$ cat src/rtl/mem_arb_pkg.sv
// Shared types and constants for the two-requester memory arbiter.
package mem_arb_pkg;

    localparam int unsigned ADDR_W_DEF = 5;
    localparam int unsigned DATA_W_DEF = 8;

    localparam logic REQ_CPU = 1'b0;
    localparam logic REQ_LDR = 1'b1;

    typedef enum logic {
        ARB  = 1'b0,
        RESP = 1'b1
    } state_t;

endpackage

$ cat src/rtl/mem_arb_if.sv
// Requester handshakes plus single-port memory command/response bundle.
interface mem_arb_if #(
    parameter int unsigned ADDR_W = mem_arb_pkg::ADDR_W_DEF,
    parameter int unsigned DATA_W = mem_arb_pkg::DATA_W_DEF
);
    logic              req0_valid, req1_valid;
    logic              req0_we,    req1_we;
    logic [ADDR_W-1:0] req0_addr,  req1_addr;
    logic [DATA_W-1:0] req0_wdata, req1_wdata;
    logic              req0_ready, req1_ready;
    logic              rsp0_valid, rsp1_valid;
    logic [DATA_W-1:0] rsp0_rdata, rsp1_rdata;
    logic              mem_en, mem_we;
    logic [ADDR_W-1:0] mem_addr;
    logic [DATA_W-1:0] mem_wdata;
    logic [DATA_W-1:0] mem_rdata;

    // Arbiter side
    modport slave (
        input  req0_valid, req1_valid, req0_we, req1_we, req0_addr, req1_addr,
               req0_wdata, req1_wdata, mem_rdata,
        output req0_ready, req1_ready, rsp0_valid, rsp1_valid, rsp0_rdata, rsp1_rdata,
               mem_en, mem_we, mem_addr, mem_wdata
    );

    // Requesters and memory side
    modport master (
        output req0_valid, req1_valid, req0_we, req1_we, req0_addr, req1_addr,
               req0_wdata, req1_wdata, mem_rdata,
        input  req0_ready, req1_ready, rsp0_valid, rsp1_valid, rsp0_rdata, rsp1_rdata,
               mem_en, mem_we, mem_addr, mem_wdata
    );
endinterface

$ cat src/rtl/rr_arb2.sv
// Two-way round-robin choice: on a tie the requester not granted last wins.
module rr_arb2 (
    input  logic       valid0,
    input  logic       valid1,
    input  logic       last_gnt,
    output logic [1:0] gnt
);
    always_comb begin
        gnt = 2'b00;
        if (valid0 && valid1) begin
            gnt = last_gnt ? 2'b01 : 2'b10;
        end else if (valid0) begin
            gnt = 2'b01;
        end else if (valid1) begin
            gnt = 2'b10;
        end
    end
endmodule

$ cat src/rtl/mem_arbiter.sv
// Shares one synchronous single-port memory between a CPU port and a loader port.
module mem_arbiter
    import mem_arb_pkg::*;
#(
    parameter int unsigned ADDR_W = ADDR_W_DEF,
    parameter int unsigned DATA_W = DATA_W_DEF
) (
    input  logic       clk,
    input  logic       rst,
    mem_arb_if.slave   bus
);
    state_t            state_q, state_d;
    logic              last_gnt_q, last_gnt_d;
    logic              rsp_id_q, rsp_id_d;
    logic [1:0]        gnt;
    logic              win;
    logic              win_we;
    logic [ADDR_W-1:0] win_addr;
    logic [DATA_W-1:0] win_wdata;

    rr_arb2 u_rr (
        .valid0   (bus.req0_valid),
        .valid1   (bus.req1_valid),
        .last_gnt (last_gnt_q),
        .gnt      (gnt)
    );

    // Winner's request fields, passed straight through to memory
    assign win       = gnt[1];
    assign win_we    = win ? bus.req1_we    : bus.req0_we;
    assign win_addr  = win ? bus.req1_addr  : bus.req0_addr;
    assign win_wdata = win ? bus.req1_wdata : bus.req0_wdata;

    always_ff @(posedge clk or posedge rst) begin
        if (rst) begin
            state_q    <= ARB;
            last_gnt_q <= REQ_LDR;
            rsp_id_q   <= REQ_CPU;
        end else begin
            state_q    <= state_d;
            last_gnt_q <= last_gnt_d;
            rsp_id_q   <= rsp_id_d;
        end
    end

    // Outputs are forced low while rst is held, even though the FSM already sits in ARB
    always_comb begin
        state_d        = state_q;
        last_gnt_d     = last_gnt_q;
        rsp_id_d       = rsp_id_q;
        bus.req0_ready = 1'b0;
        bus.req1_ready = 1'b0;
        bus.rsp0_valid = 1'b0;
        bus.rsp1_valid = 1'b0;
        bus.rsp0_rdata = '0;
        bus.rsp1_rdata = '0;
        bus.mem_en     = 1'b0;
        bus.mem_we     = 1'b0;
        bus.mem_addr   = '0;
        bus.mem_wdata  = '0;
        if (!rst) begin
            case (state_q)
                ARB: begin
                    if (gnt != 2'b00) begin
                        bus.req0_ready = gnt[0];
                        bus.req1_ready = gnt[1];
                        bus.mem_en     = 1'b1;
                        bus.mem_we     = win_we;
                        bus.mem_addr   = win_addr;
                        bus.mem_wdata  = win_wdata;
                        last_gnt_d     = win;
                        if (!win_we) begin
                            state_d  = RESP;
                            rsp_id_d = win;
                        end
                    end
                end
                RESP: begin
                    state_d = ARB;
                    if (rsp_id_q == REQ_LDR) begin
                        bus.rsp1_valid = 1'b1;
                        bus.rsp1_rdata = bus.mem_rdata;
                    end else begin
                        bus.rsp0_valid = 1'b1;
                        bus.rsp0_rdata = bus.mem_rdata;
                    end
                end
                default: state_d = ARB;
            endcase
        end
    end
endmodule

$ cat src/flat_wrapper.sv
// flat-port wrapper written by rule: the top's interface ports become plain ports
module mem_arbiter_flat import mem_arb_pkg::*;
#(
    parameter int unsigned ADDR_W = ADDR_W_DEF,
    parameter int unsigned DATA_W = DATA_W_DEF
)
  (clk, rst, bus_req0_valid, bus_req1_valid, bus_req0_we, bus_req1_we, bus_req0_addr, bus_req1_addr, bus_req0_wdata, bus_req1_wdata, bus_mem_rdata, bus_req0_ready, bus_req1_ready, bus_rsp0_valid, bus_rsp1_valid, bus_rsp0_rdata, bus_rsp1_rdata, bus_mem_en, bus_mem_we, bus_mem_addr, bus_mem_wdata);
  mem_arb_if #(.ADDR_W(ADDR_W), .DATA_W(DATA_W)) bus_i ();
  input  logic clk;
  input  logic rst;
  input wire logic [$bits(bus_i.req0_valid)-1:0] bus_req0_valid;
  input wire logic [$bits(bus_i.req1_valid)-1:0] bus_req1_valid;
  input wire logic [$bits(bus_i.req0_we)-1:0] bus_req0_we;
  input wire logic [$bits(bus_i.req1_we)-1:0] bus_req1_we;
  input wire logic [$bits(bus_i.req0_addr)-1:0] bus_req0_addr;
  input wire logic [$bits(bus_i.req1_addr)-1:0] bus_req1_addr;
  input wire logic [$bits(bus_i.req0_wdata)-1:0] bus_req0_wdata;
  input wire logic [$bits(bus_i.req1_wdata)-1:0] bus_req1_wdata;
  input wire logic [$bits(bus_i.mem_rdata)-1:0] bus_mem_rdata;
  output wire logic [$bits(bus_i.req0_ready)-1:0] bus_req0_ready;
  output wire logic [$bits(bus_i.req1_ready)-1:0] bus_req1_ready;
  output wire logic [$bits(bus_i.rsp0_valid)-1:0] bus_rsp0_valid;
  output wire logic [$bits(bus_i.rsp1_valid)-1:0] bus_rsp1_valid;
  output wire logic [$bits(bus_i.rsp0_rdata)-1:0] bus_rsp0_rdata;
  output wire logic [$bits(bus_i.rsp1_rdata)-1:0] bus_rsp1_rdata;
  output wire logic [$bits(bus_i.mem_en)-1:0] bus_mem_en;
  output wire logic [$bits(bus_i.mem_we)-1:0] bus_mem_we;
  output wire logic [$bits(bus_i.mem_addr)-1:0] bus_mem_addr;
  output wire logic [$bits(bus_i.mem_wdata)-1:0] bus_mem_wdata;
  assign bus_i.req0_valid = bus_req0_valid;
  assign bus_i.req1_valid = bus_req1_valid;
  assign bus_i.req0_we = bus_req0_we;
  assign bus_i.req1_we = bus_req1_we;
  assign bus_i.req0_addr = bus_req0_addr;
  assign bus_i.req1_addr = bus_req1_addr;
  assign bus_i.req0_wdata = bus_req0_wdata;
  assign bus_i.req1_wdata = bus_req1_wdata;
  assign bus_i.mem_rdata = bus_mem_rdata;
  assign bus_req0_ready = bus_i.req0_ready;
  assign bus_req1_ready = bus_i.req1_ready;
  assign bus_rsp0_valid = bus_i.rsp0_valid;
  assign bus_rsp1_valid = bus_i.rsp1_valid;
  assign bus_rsp0_rdata = bus_i.rsp0_rdata;
  assign bus_rsp1_rdata = bus_i.rsp1_rdata;
  assign bus_mem_en = bus_i.mem_en;
  assign bus_mem_we = bus_i.mem_we;
  assign bus_mem_addr = bus_i.mem_addr;
  assign bus_mem_wdata = bus_i.mem_wdata;
  mem_arbiter #(.ADDR_W(ADDR_W), .DATA_W(DATA_W)) u_core (.clk(clk), .rst(rst), .bus(bus_i));
endmodule
$ cat config.mk
export PLATFORM = sky130hd
export DESIGN_NAME = mem_arbiter_flat
export DESIGN_NICKNAME = d
export VERILOG_FILES = /design/src/rtl/mem_arb_pkg.sv /design/src/rtl/mem_arb_if.sv /design/src/rtl/rr_arb2.sv /design/src/rtl/mem_arbiter.sv /design/src/flat_wrapper.sv
export SDC_FILE = /design/constraint.sdc
export NUM_CORES = 1
export LEC_CHECK = 0
export BUFFER_PORTS_ARGS = -buffer_cell sky130_fd_sc_hd__buf_2
export CAP_MARGIN = 20
export CELL_PAD_IN_SITES_DETAIL_PLACEMENT = 1
export CELL_PAD_IN_SITES_GLOBAL_PLACEMENT = 1
export CORE_ASPECT_RATIO = 0.9
export CORE_UTILIZATION = 16
export DETAILED_ROUTE_END_ITERATION = 8
export MAX_ROUTING_LAYER = met4
export PLACE_DENSITY_LB_ADDON = 0.1
export SKIP_LAST_GASP = 1
export SLEW_MARGIN = 20
export SYNTH_ARGS = -nofsm -noshare
export SYNTH_HDL_FRONTEND = slang
export SYNTH_SLANG_ARGS = --single-unit
$ cat constraint.sdc
create_clock -name clk -period 1.3 [get_ports clk]
set_input_delay 0.195 -clock clk [delete_from_list [all_inputs] [get_ports clk]]
set_output_delay 0.195 -clock clk [all_outputs]
set_load 0.05 [all_outputs]
==> metrics.json, run 1 <==
{
  "hold_path": {
    "worstHoldStart": "bus_req0_valid",
    "min_to": "u_core.last_gnt_q",
    "timing.hold.worst_path_depth": 3,
    "path_class_of_the_lowest_slack_min_delay_path": "in2reg"
  },
  "drt": {
    "ant_nets": 0,
    "post_detailed_route_drc_marker_count": 0,
    "detail_route.first_pass.iterations": 3,
    "vias_per_cell": 4.436,
    "totalWireLength_microns": 3344,
    "routed_wire_length_per_instance_microns": 14.73,
    "route.vias.total": 1007,
    "initialDrtViolationCount": 20
  },
  "sta": {
    "min_period_ps": 1708,
    "rsz_0062_raised_after_global_routing": "true",
    "report.final.setup_viol": 36,
    "final_min_period_over_clock_period_pct": 131.4,
    "finalHoldViolCount": 0,
    "maxClockFrequency_ghz": 0.5853,
    "post-route-worst-setup-slack_ps": -408.5,
    "max-slew-margin-rel_pct": 84.84,
    "tightest_slew_ps": 226.5,
    "slew_violations": 0,
    "setup-tns-final_ps": -9538,
    "clock_skew_ps": 0.5221
  },
  "floorplanning": {
    "die_width_microns": 61.69,
    "site_row_count": 19,
    "fp.coreArea_sq_um": 3043,
    "boundaryPins": 75,
    "die_area_sq_um": 3437,
    "floorplan.initialDensity_pct": 16.86,
    "die_h_microns": 55.72
  },
  "clock_tree": {
    "clock_insertion_delay_worst_skew_ps": 240,
    "clockBufferDepth": 2,
    "cts_tree": "yes",
    "clock_tree.htree_level_count": 1,
    "clock-sinks": 3,
    "path_clk_slew_ps": 30,
    "root_buffer": "sky130_fd_sc_hd__clkbuf_4",
    "tritoncts.num_buffers": 3
  },
  "outcome": {
    "outcome": "finished, violations left",
    "violations": "negative setup slack"
  },
  "global_routing": {
    "grt_busiest_layer": "met2",
    "grt_use_total_pct": 18.84,
    "grt_overflow": 0,
    "global_routing_usage_on_met1_pct": 21.54,
    "groute.layer.met2.usage_pct": 34.56,
    "antenna_violations_before_repair": 0,
    "global_route.usage.met3_pct": 0.9302,
    "pin_count_of_the_biggest_net_entering_global_routing": 14,
    "via_count_of_the_first_global_routing_pass": 1062,
    "grt_pass1_wl_microns": 4685
  },
  "synth": {
    "yosys.area_share.adder_pct": 0,
    "synth.largest_area_cell": "sky130_fd_sc_hd__and2_1",
    "main_combinational_cell_family_by_area_after_synthesis": "simple AND/OR/NAND/NOR gates",
    "synth.top_cells.by_count": "sky130_fd_sc_hd__nand2_1, sky130_fd_sc_hd__and2_1, sky130_fd_sc_hd__a21oi_1, sky130_fd_sc_hd__and3_1",
    "post_synth_instance_area_sq_um": 513.0,
    "synth_compound_gate_area_share_pct": 26.34,
    "synth.top_cells.by_area": "sky130_fd_sc_hd__and2_1, sky130_fd_sc_hd__nand2_1, sky130_fd_sc_hd__a21oi_1",
    "synth-xor-area-share_pct": 0,
    "netlist-cell-type-count": 22,
    "post_synth_inst_count": 83,
    "mappedNetlistNets": 123,
    "syn_avg_cell_area_sq_um": 6.181,
    "synthSimpleGateAreaFrac_pct": 49.76,
    "synth-edff-count": 0,
    "synth_top_area_share_pct": 19.51,
    "yosys_reg_bits": 3,
    "synth_async_sr_flop_share_pct": 100.0,
    "yosys.cell_count.top_type": "sky130_fd_sc_hd__nand2_1",
    "synth_sequential_area_ratio_pct": 14.88,
    "synthMuxAreaShare_pct": 1.951,
    "synth.yosys.warnings": 0,
    "synth_flop_cell": "sky130_fd_sc_hd__dfrtp_1"
  },
  "worst_setup_path": {
    "timing.reg2reg.worst_path_depth": 5,
    "regToRegEndpoint": "u_core.state_q",
    "cpPeakStageDelay_ps": 550,
    "crit_chain": "a21bo_4 > clkbuf_16 > nand2_4 > a21oi_4 > buf_6",
    "crit_path_top_delay_cell": "sky130_fd_sc_hd__dfstp_2",
    "setup.worst_path.class": "reg2out",
    "worst_ep_arrival_time_ps": 1510,
    "reg2reg_from": "u_core.last_gnt_q",
    "worst-path-buf-inv": 2,
    "path_delay_family": "flip-flops",
    "cp-start-kind": "register",
    "critical_path.endpoint_type": "primary output",
    "cp_data_required_time_ps": 1110,
    "critical_path_peak_fanout": 6,
    "r2r_slack_ps": -110
  },
  "placed_design": {
    "port_buffers": 74,
    "placed_cells": 211,
    "gpl.final_weighted_congestion": 0.7536,
    "detailed_place_hpwl_microns": 2103
  },
  "layout": {
    "n_antenna_cell": 0,
    "syn_to_final_growth_pct": 268.8,
    "finish.net_count": 226,
    "fill_count": 342,
    "drive_gt1_share_pct": 87.57,
    "layout.cells.non_filler": 227
  },
  "power_and_ir_drop": {
    "power_density_nw_per_um2": 772.3,
    "power_leakage_nw": 0.8772,
    "vdd_drop_max_v": 0.0005174
  },
  "run": {
    "cap_violations": 0
  }
}
[worst reg2reg max path, cell delays in order (launching register included)]
cell	delay, ps
sky130_fd_sc_hd__dfstp_2	550
sky130_fd_sc_hd__a21bo_4	200
sky130_fd_sc_hd__mux2i_4	290
sky130_fd_sc_hd__buf_6	130
sky130_fd_sc_hd__buf_6	80
sky130_fd_sc_hd__a22o_1	100
[timing repair]
item	CTS	global route
hold buffers	1	0
pin swaps	13	9
endpoints found under the hold margin	2	0
cloned	2	2
setup buffers	6	2
endpoints found under the setup margin	36	36
gates resized for setup	105	16
[cell usage in the layout (no fill, tap or decap)]
master                          netlist  layout
sky130_fd_sc_hd__a21bo_4              1       1
sky130_fd_sc_hd__a21boi_2             1       1
sky130_fd_sc_hd__a21oi_1             14       1
sky130_fd_sc_hd__a21oi_4              0      13
sky130_fd_sc_hd__a22o_1               1       1
sky130_fd_sc_hd__a31oi_1              2       2
sky130_fd_sc_hd__and2_4               0      16
sky130_fd_sc_hd__and3_1               3       1
sky130_fd_sc_hd__and3_4               0       3
sky130_fd_sc_hd__buf_12               0       3
sky130_fd_sc_hd__buf_16               0       1
sky130_fd_sc_hd__buf_2                2      39
sky130_fd_sc_hd__buf_4                2      13
sky130_fd_sc_hd__buf_6                0      19
sky130_fd_sc_hd__buf_8                0      24
sky130_fd_sc_hd__clkbuf_1             0       1
sky130_fd_sc_hd__clkbuf_16            0       1
sky130_fd_sc_hd__clkbuf_4             0       3
sky130_fd_sc_hd__dfrtp_2              0       2
sky130_fd_sc_hd__dfstp_2              1       1
sky130_fd_sc_hd__dlygate4sd3_1        0       1
sky130_fd_sc_hd__inv_1                2       1
sky130_fd_sc_hd__inv_2                1       1
sky130_fd_sc_hd__inv_6                0       1
sky130_fd_sc_hd__mux2i_4              0       1
sky130_fd_sc_hd__nand2_1             26      12
sky130_fd_sc_hd__nand2_2              0       7
sky130_fd_sc_hd__nand2_4              0       7
sky130_fd_sc_hd__nor2_1               2       1
sky130_fd_sc_hd__nor2_4               0       2
sky130_fd_sc_hd__nor3_4               0       1
sky130_fd_sc_hd__nor3b_4              0       1
sky130_fd_sc_hd__o21ai_4              0       1
sky130_fd_sc_hd__o31ai_1              1       1
sky130_fd_sc_hd__or2b_1               1       1
[logic make-up (layout without fill, tap and decap cells)]
family                 after synthesis  in the layout
and+or+nand+nor                     51             52
buffers and inverters                7            108
DFF                                  3              3
muxes                                1              1
AOI/OAI and AO/OA                   21             21
[sequential cells by signal, indices dropped and copies added (netlist names)]
register and cells:
u_core.last_gnt_q 1, u_core.rsp_id_q 1, u_core.state_q 1
[final cells by class]
| cell class | instances | area, sq um | share of cell area, % |
|---|---|---|---|
| Timing Repair Buffer | 101 | 989.7 | 52.31 |
| Multi-Input combinational cell | 74 | 728.2 | 38.49 |
| Sequential cell | 3 | 78.83 | 4.167 |
| Tap cell | 42 | 52.55 | 2.778 |
| Clock buffer | 4 | 26.28 | 1.389 |
| Inverter | 3 | 16.27 | 0.8598 |
[power by group]
group,internal (mW),switching [mW],total (mW)
Sequential,0.124,0.0274,0.152
Clock,0.115,0.0515,0.167
Combinational,0.533,0.610,1.14
[worst max-delay path by stage]
| stage | cells after the start | from | slack, ps | end |
|---|---|---|---|---|
| global route | 5 | u_core.last_gnt_q | -480 | bus_mem_wdata[5] |
| global placement | 5 | u_core.last_gnt_q | -200 | bus_mem_wdata[3] |
| floorplan | 2 | u_core.state_q | -320 | bus_rsp0_rdata[0] |
| CTS | 5 | u_core.last_gnt_q | -420 | bus_mem_addr[4] |
| detailed placement | 5 | u_core.last_gnt_q | -230 | bus_mem_addr[4] |
| finish | 5 | u_core.last_gnt_q | -410 | bus_mem_wdata[4] |
[per-stage QoR]
| step | utilization [%] | instance area [sq um] | power, mW | hold slack [ps] | setup slack [ps] |
|---|---|---|---|---|---|
| finish | 62.17 | 1892 | 1.461 | 337.7 | -408.5 |
| global route | 62.17 | 1892 | 1.545 | 350.5 | -476.7 |
| CTS | 58.76 | 1788 | 1.402 | 319.6 | -420.9 |
| detailed placement | 44.49 | 1354 | 1.011 | 215.8 | -233.1 |
| global placement | 44.49 | 1354 | 0.9938 | 212.0 | -202.9 |
| floorplan | - | 827.0 | 0.7519 | -65.29 | -316.7 |
[routing by layer]
layer  part of all wire [%]  routed length (microns)
met5                      0                        0
met4                   0.90                       30
met3                    5.3                      177
met2                     56                     1887
met1                     37                     1249
No activity file was read; power rests on OpenSTA's default activity.
==> run 2: changes to the inputs <==
--- a/config.mk
+++ b/config.mk
@@ -5,12 +5,13 @@
 export SDC_FILE = /design/constraint.sdc
 export NUM_CORES = 1
 export LEC_CHECK = 0
+export ABC_AREA = 1
 export BUFFER_PORTS_ARGS = -buffer_cell sky130_fd_sc_hd__buf_2
 export CAP_MARGIN = 20
 export CELL_PAD_IN_SITES_DETAIL_PLACEMENT = 1
 export CELL_PAD_IN_SITES_GLOBAL_PLACEMENT = 1
 export CORE_ASPECT_RATIO = 0.9
-export CORE_UTILIZATION = 16
+export CORE_UTILIZATION = 17
 export DETAILED_ROUTE_END_ITERATION = 8
 export MAX_ROUTING_LAYER = met4
 export PLACE_DENSITY_LB_ADDON = 0.1
==> run 2 against run 1 <==
The run still ends with negative setup slack left. Power up 12%. Sequential cell count unchanged. Non-clock buffer count down 8. First-iteration DRC count down 60%. Area after synthesis up 6.8%. Die area up 0.54%. Clock-buffer cell count unchanged. Global-route usage down 0.52 points. Sequential share of layout area up 0.16 points. Register-to-register slack better by 60 ps. Clock power up 13%. Critical endpoint is now bus_mem_addr[3]. Largest cell class unchanged. Highest routed layer unchanged.
==> metrics.json, run 2 <==
{
  "outcome": {
    "outcome": {"value": "finished, violations left", "change": "unchanged"},
    "violations": {"value": "negative setup slack", "change": "unchanged"}
  },
  "layout": {
    "seqCellArea": {"value": 76.32, "unit": "sq um", "change": "was 78.83 sq um"},
    "utilization": {"value": 57.57, "unit": "%", "change": "was 62.17%"},
    "commonest_cells_after_routing_fill_and_taps_aside": {"value": "sky130_fd_sc_hd__buf_2, sky130_fd_sc_hd__buf_6, sky130_fd_sc_hd__nor2_4", "change": "was sky130_fd_sc_hd__buf_2, sky130_fd_sc_hd__buf_8, sky130_fd_sc_hd__buf_6"},
    "largest_registers": {"value": "u_core.last_gnt_q (1), u_core.rsp_id_q (1), u_core.state_q (1)", "change": "unchanged"},
    "syn_to_final_growth": {"value": 222.1, "unit": "%", "change": "was 268.8%"},
    "n_antenna_cell": {"value": 0, "change": "unchanged"},
    "layout_commonest_cell": {"value": "sky130_fd_sc_hd__buf_2", "change": "unchanged"},
    "area_of_the_multi_input_gates": {"value": 669.4, "unit": "sq um", "change": "was 728.2 sq um"},
    "fill_count": {"value": 378, "change": "was 342"},
    "drive_gt1_share": {"value": 83.16, "unit": "%", "change": "was 87.57%"},
    "finish.net_count": {"value": 237, "change": "was 226"},
    "design_area": {"value": 1765, "unit": "sq um", "change": "was 1892 sq um"}
  },
  "worst_setup_path": {
    "worst-path-buf-inv": {"value": 3, "change": "was 2"},
    "cpPeakStageDelay": {"value": 520, "unit": "ps", "change": "was 550 ps"},
    "crit_chain": {"value": "inv_2 > nand2_4 > nand2_8 > inv_8 > nand2_2 > a21oi_2 > buf_6", "change": "was a21bo_4 > clkbuf_16 > nand2_4 > a21oi_4 > buf_6"},
    "setup.worst_path.class": {"value": "reg2out", "change": "unchanged"},
    "cp_data_required_time": {"value": 1110, "unit": "ps", "change": "about the same"},
    "path_delay_family": {"value": "flip-flops", "change": "unchanged"},
    "worst_ep_arrival_time": {"value": 1460, "unit": "ps", "change": "was 1510 ps"},
    "critical_path.endpoint_type": {"value": "primary output", "change": "unchanged"},
    "timing.reg2reg.worst_path_depth": {"value": 9, "change": "was 5"},
    "cp.depth": {"value": 7, "change": "was 5"},
    "crit_path_top_delay_cell": {"value": "sky130_fd_sc_hd__dfstp_2", "change": "unchanged"},
    "cp-start-kind": {"value": "register", "change": "unchanged"},
    "critical_path_peak_fanout": {"value": 6, "change": "unchanged"}
  },
  "synth": {
    "synth-edff-count": {"value": 0, "change": "unchanged"},
    "post_synth_instance_area": {"value": 548.0, "unit": "sq um", "change": "was 513.0 sq um"},
    "netlist-cell-type-count": {"value": 17, "change": "was 22"},
    "synth_async_sr_flop_share": {"value": 100.0, "unit": "%", "change": "unchanged"},
    "synth.top_cells.by_count": {"value": "sky130_fd_sc_hd__nand2_1, sky130_fd_sc_hd__nor2_1, sky130_fd_sc_hd__inv_1, sky130_fd_sc_hd__a21oi_2", "change": "was sky130_fd_sc_hd__nand2_1, sky130_fd_sc_hd__and2_1, sky130_fd_sc_hd__a21oi_1, sky130_fd_sc_hd__and3_1"},
    "post_synth_inst_count": {"value": 100, "change": "was 83"},
    "mappedNetlistNets": {"value": 140, "change": "was 123"},
    "yosys_reg_bits": {"value": 3, "change": "unchanged"},
    "synth.top_cells.by_area": {"value": "sky130_fd_sc_hd__nand2_1, sky130_fd_sc_hd__a21oi_2, sky130_fd_sc_hd__nor2_1", "change": "was sky130_fd_sc_hd__and2_1, sky130_fd_sc_hd__nand2_1, sky130_fd_sc_hd__a21oi_1"},
    "yosys.cell_count.top_type": {"value": "sky130_fd_sc_hd__nand2_1", "change": "unchanged"},
    "synth_sequential_area_ratio": {"value": 13.93, "unit": "%", "change": "was 14.88%"},
    "syn_avg_cell_area": {"value": 5.480, "unit": "sq um", "change": "was 6.181 sq um"},
    "synth_top_area_share": {"value": 21.23, "unit": "%", "change": "was 19.51%"},
    "synth_flop_cell": {"value": "sky130_fd_sc_hd__dfrtp_1", "change": "unchanged"},
    "synth.largest_area_cell": {"value": "sky130_fd_sc_hd__nand2_1", "change": "was sky130_fd_sc_hd__and2_1"},
    "synth.yosys.warnings": {"value": 0, "change": "unchanged"}
  },
  "drt": {
    "routed_wire_length_per_instance": {"value": 13.52, "unit": "microns", "change": "was 14.73 microns"},
    "route.vias.total": {"value": 1009, "change": "was 1007"},
    "totalWireLength": {"value": 3217, "unit": "microns", "change": "was 3344 microns"},
    "vias_per_cell": {"value": 4.239, "change": "was 4.436"},
    "detail_route.first_pass.iterations": {"value": 3, "change": "unchanged"},
    "initialDrtViolationCount": {"value": 8, "change": "was 20"},
    "post_detailed_route_drc_marker_count": {"value": 0, "change": "unchanged"},
    "ant_nets": {"value": 0, "change": "unchanged"}
  },
  "global_routing": {
    "grt_use_total": {"value": 18.31, "unit": "%", "change": "was 18.84%"},
    "grt_overflow": {"value": 0, "change": "unchanged"},
    "pin_count_of_the_biggest_net_entering_global_routing": {"value": 15, "change": "was 14"},
    "via_count_of_the_first_global_routing_pass": {"value": 1037, "change": "was 1062"},
    "grt_pass1_wl": {"value": 4588, "unit": "microns", "change": "was 4685 microns"},
    "antenna_violations_before_repair": {"value": 0, "change": "unchanged"}
  },
  "clock_tree": {
    "clockBufferDepth": {"value": 2, "change": "unchanged"},
    "clock-sinks": {"value": 3, "change": "unchanged"},
    "clock_insertion_delay_worst_skew": {"value": 260, "unit": "ps", "change": "was 240 ps"},
    "number_of_hold_buffers_added_after_cts": {"value": 0, "change": "was 1"},
    "clock_tree.htree_level_count": {"value": 1, "change": "unchanged"},
    "root_buffer": {"value": "sky130_fd_sc_hd__clkbuf_4", "change": "unchanged"},
    "cts_tree": {"value": "yes", "change": "unchanged"},
    "path_clk_slew": {"value": 40, "unit": "ps", "change": "was 30 ps"},
    "tritoncts.num_buffers": {"value": 3, "change": "unchanged"}
  },
  "sta": {
    "report.final.setup_viol": {"value": 36, "change": "unchanged"},
    "final_min_period_over_clock_period": {"value": 127.6, "unit": "%", "change": "was 131.4%"},
    "rsz_0062_raised_after_global_routing": {"value": "true", "change": "unchanged"},
    "finalHoldViolCount": {"value": 0, "change": "unchanged"},
    "post-route-worst-setup-slack": {"value": -359.0, "unit": "ps", "change": "was -408.5 ps"},
    "min_period": {"value": 1659, "unit": "ps", "change": "was 1708 ps"},
    "slew_violations": {"value": 0, "change": "unchanged"},
    "max-slew-margin-rel": {"value": 84.42, "unit": "%", "change": "was 84.84%"},
    "hold_ws": {"value": 0.3678, "unit": "ps", "change": "was 337.7 ps"},
    "tightest_slew": {"value": 233.7, "unit": "ps", "change": "was 226.5 ps"},
    "clock_skew": {"value": 3.282, "unit": "ps", "change": "was 0.5221 ps"},
    "maxClockFrequency": {"value": 0.6028, "unit": "GHz", "change": "was 0.5853 GHz"}
  },
  "placed_design": {
    "post_dp_cell_area": {"value": 1161, "unit": "sq um", "change": "was 1354 sq um"},
    "detailed_place_hpwl": {"value": 1954, "unit": "microns", "change": "was 2103 microns"},
    "port_buffers": {"value": 74, "change": "unchanged"},
    "gpl.final_weighted_congestion": {"value": 0.7216, "change": "was 0.7536"}
  },
  "power_and_ir_drop": {
    "vdd_drop_max": {"value": 0.0003778, "unit": "V", "change": "was 0.0005174 V"},
    "power_density": {"value": 923.5, "unit": "nW/um^2", "change": "was 772.3 nW/um^2"},
    "power_leakage": {"value": 0.8655, "unit": "nW", "change": "was 0.8772 nW"}
  },
  "floorplanning": {
    "die_width": {"value": 61.85, "unit": "microns", "change": "was 61.69 microns"},
    "die_area": {"value": 3455, "unit": "sq um", "change": "was 3437 sq um"},
    "fp.coreArea": {"value": 3067, "unit": "sq um", "change": "was 3043 sq um"},
    "floorplan.initialDensity": {"value": 17.87, "unit": "%", "change": "was 16.86%"},
    "die_h": {"value": 55.87, "unit": "microns", "change": "was 55.72 microns"},
    "site_row_count": {"value": 19, "change": "unchanged"},
    "boundaryPins": {"value": 75, "change": "unchanged"}
  },
  "hold_path": {
    "path_class_of_the_lowest_slack_min_delay_path": {"value": "in2async", "change": "was in2reg"}
  },
  "run": {
    "cap_violations": {"value": 0, "change": "unchanged"}
  }
}
run 2: where the power goes:
group          total (mW)  switching (mW)  internal [mW]
clock               0.188          0.0718          0.117
combinational        1.29           0.776          0.512
sequential          0.154          0.0288          0.125
total                1.63           0.876          0.754
run 2: what timing repair did:
item,CTS,global route
setup endpoints to repair,37,37
cloned,3,1
hold endpoints to repair,0,0
setup buffers,2,6
pin swaps,7,8
resized for setup,112,27
run 2: final cells by class:
cell class | count | area share, %
sequential | 3 | 4.323
timing repair inverter | 2 | 1.134
inverter | 19 | 5.599
tap | 42 | 2.977
timing repair buffer | 93 | 46.56
clock buffer | 4 | 1.488
multi-input combinational | 75 | 37.92
run 2: worst register-to-register path: stages, from the launching register on:
cell,delay [ps]
sky130_fd_sc_hd__dfstp_2,520
sky130_fd_sc_hd__inv_2,40
sky130_fd_sc_hd__nand2_4,80
sky130_fd_sc_hd__nand2_8,100
sky130_fd_sc_hd__buf_16,170
sky130_fd_sc_hd__nand2_4,60
sky130_fd_sc_hd__buf_6,100
sky130_fd_sc_hd__nand3_4,60
sky130_fd_sc_hd__nand2_2,60
sky130_fd_sc_hd__nand2_1,40
run 2: metrics by stage:
step / power, mW / worst slack [ps] / TNS [ps] / std cells
floorplan: 0.7863 / -493.2 / -10930 / 100
global placement: 0.9878 / -267.8 / -3516 / 222
detailed placement: 1.005 / -299.4 / -4054 / 222
CTS: 1.489 / -359.8 / -8432 / 231
global route: 1.712 / -407.2 / -12080 / 238
finish: 1.630 / -359.0 / -10430 / 238
run 2: final timing paths:
| kind | startpoint | end | slack, ps |
|---|---|---|---|
| setup / recovery | u_core.last_gnt_q | bus_mem_addr[3] | -360 |
| min in group clk | bus_req1_we | u_core.rsp_id_q | 320 |
| hold / removal | rst | u_core.rsp_id_q | 0.4 |
| hold reg to reg | u_core.last_gnt_q | u_core.last_gnt_q | 520 |
| setup reg to reg | u_core.last_gnt_q | u_core.rsp_id_q | -50 |
| max in group asynchronous | rst | u_core.last_gnt_q | 1110 |
run 2: cells by family after synthesis:
group | share of synthesized area [%]
AO/OA/AOI/OAI | 21.46
buffers and inverters | 17.81
flip-flops | 13.93
AND/OR/NAND/NOR | 46.80
run 2: metal layers:
metal,track usage [%],vias to the layer above,wire length [microns]
met5,-,-,0
li1,-,498,-
met2,34.56,34,1977
met1,19.26,472,1090
met4,4.762,0,44
met3,2.093,5,105
